File: src/rtl/k2_program_loader.sv
// K2 program memory loader: byte-stream image load into instruction memory,
// holds the processor in reset until a complete image is present.
module k2_program_loader #(
    parameter int IW = 8,
    parameter int AW = 4
) (
    input  logic          clk,
    input  logic          rst,
    input  logic          load_valid,
    input  logic [IW-1:0] load_byte,
    output logic          load_ready,
    input  logic          reload,
    input  logic [AW-1:0] ProgramAddress,
    output logic [IW-1:0] instruction_data,
    output logic          cpu_rst_n,
    output logic          len_err
);

    localparam int DEPTH = 1 << AW;

    typedef enum logic [1:0] {
        WAIT_LEN,
        LOAD,
        RUN,
        CLEAR
    } state_t;

    state_t        state, state_n;
    logic [AW:0]   cnt, cnt_n;
    logic [AW:0]   len, len_n;
    logic          err_n;
    logic          we;
    logic [IW-1:0] wdata;
    logic          hs;
    logic          len_ok;
    logic [IW-1:0] mem [DEPTH];

    assign load_ready       = (state == WAIT_LEN) || (state == LOAD);
    assign hs               = load_valid && load_ready;
    assign len_ok           = (load_byte != '0) && (load_byte <= IW'(DEPTH));
    assign instruction_data = mem[ProgramAddress];

    always_comb begin
        state_n = state;
        cnt_n   = cnt;
        len_n   = len;
        err_n   = len_err;
        we      = 1'b0;
        wdata   = load_byte;
        // reload wins over any handshake in the same cycle
        if (reload) begin
            state_n = CLEAR;
            cnt_n   = '0;
        end else begin
            unique case (state)
                WAIT_LEN: begin
                    if (hs) begin
                        if (len_ok) begin
                            len_n   = load_byte[AW:0];
                            cnt_n   = '0;
                            err_n   = 1'b0;
                            state_n = LOAD;
                        end else begin
                            err_n = 1'b1;
                        end
                    end
                end
                LOAD: begin
                    if (hs) begin
                        we    = 1'b1;
                        cnt_n = cnt + 1'b1;
                        if (cnt == len - 1'b1) state_n = RUN;
                    end
                end
                RUN: begin
                end
                CLEAR: begin
                    we    = 1'b1;
                    wdata = '0;
                    cnt_n = cnt + 1'b1;
                    if (cnt == (AW+1)'(DEPTH - 1)) state_n = WAIT_LEN;
                end
                default: begin
                    state_n = WAIT_LEN;
                end
            endcase
        end
    end

    always_ff @(posedge clk or posedge rst) begin
        if (rst) begin
            state     <= WAIT_LEN;
            cnt       <= '0;
            len       <= '0;
            len_err   <= 1'b0;
            cpu_rst_n <= 1'b0;
        end else begin
            state     <= state_n;
            cnt       <= cnt_n;
            len       <= len_n;
            len_err   <= err_n;
            cpu_rst_n <= (state_n == RUN);
        end
    end

    always_ff @(posedge clk or posedge rst) begin
        if (rst) begin
            for (int i = 0; i < DEPTH; i++) mem[i] <= '0;
        end else if (we) begin
            mem[cnt[AW-1:0]] <= wdata;
        end
    end

endmodule

File: config.mk
export PLATFORM = sky130hd
export DESIGN_NAME = k2_program_loader
export DESIGN_NICKNAME = d
export VERILOG_FILES = /design/src/rtl/k2_program_loader.sv
export SDC_FILE = /design/constraint.sdc
export NUM_CORES = 1
export LEC_CHECK = 0
export ABC_AREA = 1
export CORE_MARGIN = 2
export CORE_UTILIZATION = 60
export CTS_CLUSTER_DIAMETER = 150
export CTS_CLUSTER_SIZE = 20
export DETAILED_ROUTE_END_ITERATION = 6
export HOLD_SLACK_MARGIN = 0.02
export MAX_ROUTING_LAYER = met4
export PLACE_DENSITY = 0.78
export SLEW_MARGIN = 20
export SYNTH_ARGS = -nofsm -noshare
export SYNTH_HDL_FRONTEND = slang
export SYNTH_SLANG_ARGS = --single-unit
File: constraint.sdc
create_clock -name clk -period 5.55 [get_ports clk]
set_clock_uncertainty 0.2 [all_clocks]
set_input_delay 1.11 -clock clk [delete_from_list [all_inputs] [get_ports clk]]
set_output_delay 1.11 -clock clk [all_outputs]
set_load 0.03 [all_outputs]
# Yosys cells after proc, flatten, opt, wreduce, memory -nomap -nowiden

Cells that the tools add are included.

Register bits after elaboration: 142
Output and inout bits: 11

Add/subtract/negate cells: 2
Order comparisons: 4
Eq/ne operators: 8
Multiplexer cells: 24
Bitwise logic cells: 3
Reduce and logical (&&, ||, !) cells: 10

Operator list:

| kind                                                       | number |
|---|---|
| bitwise mux 128 bit                                        | 1 |
| 2-to-1 mux 8 bit                                           | 5 |
| binary-select mux 8 bit (select 4 bit)                     | 1 |
| demux 8 bit (select 4 bit)                                 | 1 |
| 2-to-1 mux 5 bit                                           | 4 |
| one-hot mux 5 bit (3 select lines)                         | 1 |
| 2-to-1 mux 2 bit                                           | 6 |
| >= comparator 5 bit, second input constant                 | 2 |
| inverter 4 -> 5 bit                                        | 2 |
| inequality test 3 bit, second input constant               | 3 |
| <= comparator 8 x 5 -> 1 bit, second input constant        | 1 |
| AND reduction 4 bit                                        | 2 |
| nonzero test 8 bit                                         | 1 |
| one-hot mux 2 bit (3 select lines)                         | 1 |
| adder 5 x 1 -> 5 bit, second input constant                | 1 |
| == test 5 x 4 -> 1 bit, second input constant              | 1 |
| == test 5 bit                                              | 1 |
| less-than comparator 5 x 1 -> 1 bit, second input constant | 1 |
| subtractor 5 x 1 -> 5 bit, second input constant           | 1 |
| == test 2 bit, second input constant                       | 2 |
| nonzero test 4 bit                                         | 1 |
| logical AND 1 bit                                          | 3 |
| 2-to-1 mux 1 bit                                           | 3 |
| AND reduction 3 bit                                        | 1 |
| 5 further kinds                                            | 5 |

# Logic depth before layout (Yosys ltp)

Gate-level depths: netlist (run 1).

Word-level depth: 7
Mapped depth: 11

# Worst setup path after synthesis (run 1)

OpenSTA, ideal clock, no wires.

Path type: input-to-output
Start: input port ProgramAddress[0]
End: output port instruction_data[7]
Arrival: 2.210 ns
Data required time: 4.240 ns
Slack: 2.030 ns
Stages on the path: 7
Buffers on the path: 3
Cells stage by stage: clkbuf_1 -> buf_2 -> buf_2 -> o21ai_0 -> nand3_1 -> o211ai_1 -> nand2_1

Longest elaborated chain between the ends: 4

Ends and longest elaborated chain:

| element                                              | RTL line | RTL |
|---|---|---|
| start, declared                                      | 13       | `input logic [AW-1:0] ProgramAddress,` |
| inverter 4 -> 5 bit (implied by the code)            | 41       | `assign instruction_data = mem[ProgramAddress];` |
| binary-select mux 8 bit (select 4 bit)               | 41       |  |
| 2-to-1 mux 8 bit (implied by the code) (2 in series) | 41       |  |
| end, declared                                        | 14       | `output logic [IW-1:0] instruction_data,` |

Every way passes these cells. The select of a mux whose other input is x is not followed.

# Final worst setup path (run 1)

Start: input port ProgramAddress[2]
End: output port instruction_data[3]

Same word-level chain as after synthesis.

==> results of run 1 <==
registers in the layout (all words and copies together) (netlist names):
| register | cells |
|---|---|
| cnt | 5 |
| cpu_rst_n | 1 |
| len | 5 |
| len_err | 1 |
| mem | 128 |
| state | 2 |
stage by stage:
step / util / instances
5_1_grt: 0.680 / 1033
3_5_place_dp: 0.626 / 1001
3_3_place_gp: 0.626 / 1001
6_report: 0.680 / 1033
2_1_floorplan: - / 867
4_1_cts: 0.680 / 1033
routing by layer:
metal	GRT usage	part of all wire	up-vias
met4	0.122	0.023	0
met3	0.0654	0.076	32
met2	0.487	0.48	242
met1	0.391	0.42	2861
li1	-	-	2847
met5	-	0	-
power groups by stage:
stage               clock network (mW)  registers (mW)  logic (mW)
finish                            1.22            1.26       0.436
global route                      1.27            1.28       0.488
CTS                               1.22            1.26       0.434
detailed placement                   0            1.28       0.428
global placement                     0            1.27       0.413
floorplan                            0            1.26       0.321
area by class of cell:
cell class              count  share of cell area
clock inverters            13              0.0230
flip-flops and latches    142               0.441
clock buffers              19              0.0562
multi-input cells         576               0.369
inverters                 105              0.0501
well taps                 147              0.0228
repair buffers             31              0.0376
cells in the mapped netlist (6+ instances only):
cell type | count | area [sq um]
a21oi_1 | 98 | 490
buf_6 | 11 | 124
clkbuf_1 | 21 | 78.8
dfrtp_1 | 142 | 3550
ha_1 | 6 | 75.1
inv_1 | 98 | 368
inv_2 | 6 | 22.5
nand2_1 | 152 | 571
nand3_1 | 43 | 215
nor2_1 | 84 | 315
nor2_2 | 7 | 43.8
nor2_8 | 8 | 160
o211ai_1 | 32 | 240
o21ai_0 | 112 | 561
o21ai_1 | 8 | 40.0
cell usage in the layout (no fill, tap or decap), types with 5 or more instances in the layout:
master / count
o21ai_0: 112
buf_4: 5
ha_1: 6
o211ai_1: 32
a21oi_1: 98
nand2_1: 152
nor2_8: 8
nor2_2: 7
inv_1: 97
inv_2: 6
o21ai_1: 8
nor2_1: 84
clkbuf_16: 17
dfrtp_1: 142
nand3_1: 43
clkdlybuf4s50_1: 24
worst max-delay path, delay by kind of cell:
| kind | cells | cell delay (ns) |
|---|---|---|
| buf+inv | 4 | 1.68 |
| simple gates | 3 | 0.41 |
worst max path at each step:
stage	from	to	cells after the start
3_3_place_gp	ProgramAddress[2]	instruction_data[1]	7
6_report	ProgramAddress[2]	instruction_data[3]	7
3_5_place_dp	ProgramAddress[2]	instruction_data[5]	7
4_1_cts	ProgramAddress[2]	instruction_data[5]	7
5_1_grt	ProgramAddress[2]	instruction_data[0]	7
2_1_floorplan	rst	cnt[0]	1
logic make-up after synthesis:
family | count (synthesis) | synth area share
flip-flops | 142 | 0.494
XOR/XNOR | 2 | 0.00243
AO/OA/AOI/OAI | 252 | 0.187
adder cells (fa/ha/maj) | 6 | 0.0104
buffers and inverters | 149 | 0.0928
AND/OR/NAND/NOR | 316 | 0.214
==> metrics.yaml, run 1 <==
status: "complete, no violations"
grt-ovfl-total: 0
maxCapViolCount: 0
ys_seq_area_frac: 0.494
min_path_type: "reg -> reg"
ant_nets: 0
synth_warnings: 0
p_per_area_mw_per_mm2: 362
area_growth_pct: 12.0
rr_worst_depth: 4
power_mw: 2.92
path_clk_slew_ns: 0.06
clk_latency_ns: 0.42
setup_viol: 0
dr.pass1.iters: 5
post_cts_buffers: 0
cp.arrival_ns: 3.21
hold-path-endpoint: "mem[53]"
async_flop_share: 1.00
tns_ns: 0
crit_path_end_kind: "output port"
cpPeakStageDelay_ns: 0.67
internal_power_mw: 2.13
period_needed_ns: 4.52
power_frac_clock: 0.417
holdPathStages: 2
io_buffers: 26
worst_pin_slew_ns: 0.825
drive_gt1_frac: 0.0892
rsz0062_at_grt: "no"
whs_ns: 0.291
post_drt_via_cell_ratio: 5.79
post_cts_resize_count: 0
h-tree-depth: 4
die_area_sq_mm: 0.0129
hold_buffers: 0
cts.sinks: 142
p_leak_nw: 3.82
gp_congestion: 0.876
numCtsBuffers: 17
antenna_found_initial: 0
grt_max_degree: 84
stdcell_area_sq_mm: 0.00806
swShare: 0.271
ys_ff_latch: 142
first_global_vias: 5747
via_count: 5982
path_cells: "clkdlybuf4s50_1 -> buf_4 -> inv_1 -> nand3_1 -> nand3_1 -> nand2_1 -> clkdlybuf4s50_1"
power.switching_mw: 0.792
critPathSlowestCell: "clkdlybuf4s50_1"
post_dp_cell_area_sq_mm: 0.00742
maxSlewViolCount: 0
drcViolationCount: 0
fin_ws_ns: 1.03
cts_max_path_buffers: 2
dp_slack_ns: 1.06
clk_root_buffer_cell: "clkbuf_16"
post-route-period-util: 0.814
wl_um: 18100
syn_nets: 889
ys.flop_type: "dfrtp_1"
synth_area_sq_mm: 0.00720
grt_first_pass_wirelength_um: 29200
dp_hpwl_um: 11900
die_x_um: 114
wl_per_cell_um: 17.5
rrSetupSlack_ns: 3.26
pwr-share-seq: 0.433
io_pins: 27
rows: 40
fmax_ghz: 0.221
r2r_end: "mem[102]"
die_h_um: 114
synth_cells: 867
combPwrFrac: 0.149
dr.first_iter.drc_count: 636
start_kind: "input pin"
core_area_sq_mm: 0.0119
layout.nets: 895
vdd_drop_max_uv: 183
synth_edf_count: 0
hold_start: "mem[53]"
critPathKind: "in -> out"
initial_core_util: 0.607
worstPathMaxFanout: 17
required_ns: 4.24
hold_viol_final: 0
antenna_cells: 0
multi_input_area_sq_mm: 0.00298
tritoncts: "yes"
synth.distinct_cells: 34
seq_area_sq_mm: 0.00355
timing.slew.headroom: 0.448
synth.avg_cell_area_sq_um: 8.30
r2r_start: "cnt[2]"
final.fill_count: 959
groute.usage.overall: 0.308
Note: power is estimated with default switching activity, not from simulation.
==> run 2: changes to the inputs <==
--- a/config.mk
+++ b/config.mk
@@ -7,13 +7,13 @@
 export LEC_CHECK = 0
 export ABC_AREA = 1
 export CORE_MARGIN = 2
-export CORE_UTILIZATION = 60
+export CORE_UTILIZATION = 55
 export CTS_CLUSTER_DIAMETER = 150
 export CTS_CLUSTER_SIZE = 20
 export DETAILED_ROUTE_END_ITERATION = 6
 export HOLD_SLACK_MARGIN = 0.02
 export MAX_ROUTING_LAYER = met4
-export PLACE_DENSITY = 0.78
+export PLACE_DENSITY = 0.75
 export SLEW_MARGIN = 20
 export SYNTH_ARGS = -nofsm -noshare
 export SYNTH_HDL_FRONTEND = slang
==> constraint.sdc (replaced) <==
create_clock -name clk -period 3.6 [get_ports clk]
set_clock_uncertainty 0.2 [all_clocks]
set_input_delay 0.72 -clock clk [delete_from_list [all_inputs] [get_ports clk]]
set_output_delay 0.72 -clock clk [all_outputs]
set_load 0.03 [all_outputs]
==> run 2 against run 1 <==
Net effect:
- routed wire length fell by 1.8%
- count of clock-buffer cells in the layout rose by 6
- via count fell by 2.6%
- critical path depth fell by 1
- largest cell class unchanged
==> metrics.yaml, run 2 (synthesis gave the netlist of run 1 again) <==
cp.arrival_ns: 2.19
fmax_ghz: 0.321
maxCapViolCount: 0
regMostFlops: "mem"
vdd_drop_max_uv: 366
worst_path_dominant_cell_family: "buffers and inverters"
tns_ns: 0
die_x_um: 118
worstPathMaxFanout: 16
post_dp_cell_area_sq_mm: 0.00754
dr.pass1.iters: 5
die_h_um: 118
final_cells: 1067
dp_slack_ns: 0.504
dr.first_iter.drc_count: 517
post_cts_resize_count: 0
drive_gt1_frac: 0.103
final_common_cell: "nand2_1"
crit_path_end_kind: "output port"
post-place-cells: 1036
ant_nets: 0
final.fill_count: 1128
critPathKind: "in -> out"
clk_root_buffer_cell: "clkbuf_16"
tritoncts: "yes"
via_count: 5826
cts_max_path_buffers: 2
maxSlewViolCount: 0
post_drt_via_cell_ratio: 5.46
core_area_sq_mm: 0.0127
io_buffers: 26
hold_viol_final: 0
post_cts_buffers: 0
groute.usage.overall: 0.276
worst_pin_slew_ns: 0.657
period_needed_ns: 3.11
layout_common_cells: "152 x nand2_1, 142 x dfrtp_1, 112 x o21ai_0"
p_per_area_mw_per_mm2: 536
power_mw: 4.36
power.switching_mw: 1.18
fin_ws_ns: 0.486
rsz0062_at_grt: "no"
layout.nets: 905
rrSetupSlack_ns: 1.41
multi_input_area_sq_mm: 0.00298
drcViolationCount: 0
wl_um: 17800
p_leak_nw: 3.86
timing.slew.headroom: 0.561
path_clk_slew_ns: 0.05
swShare: 0.272
path_cells: "clkdlybuf4s50_1 -> inv_1 -> o21ai_0 -> o211ai_1 -> nand2_1 -> buf_4"
initial_core_util: 0.566
post-route-util: 0.638
cts.sinks: 142
first_global_vias: 5574
gp_congestion: 0.862
dp_hpwl_um: 11700
setup_viol: 0
start_kind: "input pin"
wl_per_cell_um: 16.7
reg.largest.list: "mem (128), cnt (5), len (5)"
grt_max_degree: 72
numCtsBuffers: 17
internal_power_mw: 3.17
h-tree-depth: 4
area_growth_pct: 12.8
largest_reg_flops: 128
post-route-period-util: 0.865
seq_area_sq_mm: 0.00355
cp_num_buf_inv: 3
grt_first_pass_wirelength_um: 29000
antenna_cells: 0
combPwrFrac: 0.155
pwr-share-seq: 0.449
whs_ns: 0.283
min_path_type: "reg -> reg"
antenna_found_initial: 0
grt-ovfl-total: 0
clk_latency_ns: 0.43
stdcell_area_sq_mm: 0.00812
status: "complete, no violations"
cpPeakStageDelay_ns: 0.42
rows: 41
critPathSlowestCell: "clkdlybuf4s50_1"
io_pins: 27
hold_buffers: 0
die_area_sq_mm: 0.0140
required_ns: 2.68
power_frac_clock: 0.396
-- run 2: worst paths after layout --
| kind | from | endpoint | cells after the start |
|---|---|---|---|
| max | ProgramAddress[2] | instruction_data[4] | 6 |
| min | mem[51] | mem[51] | 2 |
| max reg2reg | cnt[2] | mem[103] | 4 |
| min reg2reg | mem[51] | mem[51] | 2 |
| max in group asynchronous | rst | mem[93] | 3 |
| min in group asynchronous | rst | mem[61] | 2 |
-- run 2: area by class of cell --
type | instances | share of cell area
Sequential cell | 142 | 0.437
Clock inverter | 6 | 0.0102
Tap cell | 172 | 0.0265
Timing Repair Buffer | 41 | 0.0487
Clock buffer | 25 | 0.0610
Inverter | 105 | 0.0496
Multi-Input combinational cell | 576 | 0.367
-- run 2: worst register-to-register path: stages, from the launching register on --
cell	delay (ns)
dfrtp_1	0.48
inv_1	0.12
nand2_1	0.32
nor3_4	0.68
o21ai_0	0.23
-- run 2: layer usage --
layer | vias to the layer above | track usage | wire (um)
met3 | 29 | 0.0647 | 1130
met2 | 175 | 0.438 | 8620
li1 | 2875 | - | -
met4 | 0 | 0.0871 | 327
met1 | 2747 | 0.353 | 7710
met5 | - | - | 0
-- run 2: power by group through the flow --
stage	combinational (mW)	sequential, mW	clock [mW]
6_report	0.674	1.96	1.73
5_1_grt	0.764	1.99	1.81
4_1_cts	0.674	1.95	1.74
3_5_place_dp	0.662	1.98	0
3_3_place_gp	0.648	1.97	0
2_1_floorplan	0.496	1.95	0
==> run 3: changes to the inputs <==
--- a/config.mk
+++ b/config.mk
@@ -14,7 +14,7 @@
 export HOLD_SLACK_MARGIN = 0.02
 export MAX_ROUTING_LAYER = met4
 export PLACE_DENSITY = 0.75
-export SLEW_MARGIN = 20
+export SLEW_MARGIN = 10
 export SYNTH_ARGS = -nofsm -noshare
 export SYNTH_HDL_FRONTEND = slang
 export SYNTH_SLANG_ARGS = --single-unit
==> results of run 3 <==
Same layout as run 2: the final DEF is identical, and so are final timing and power.
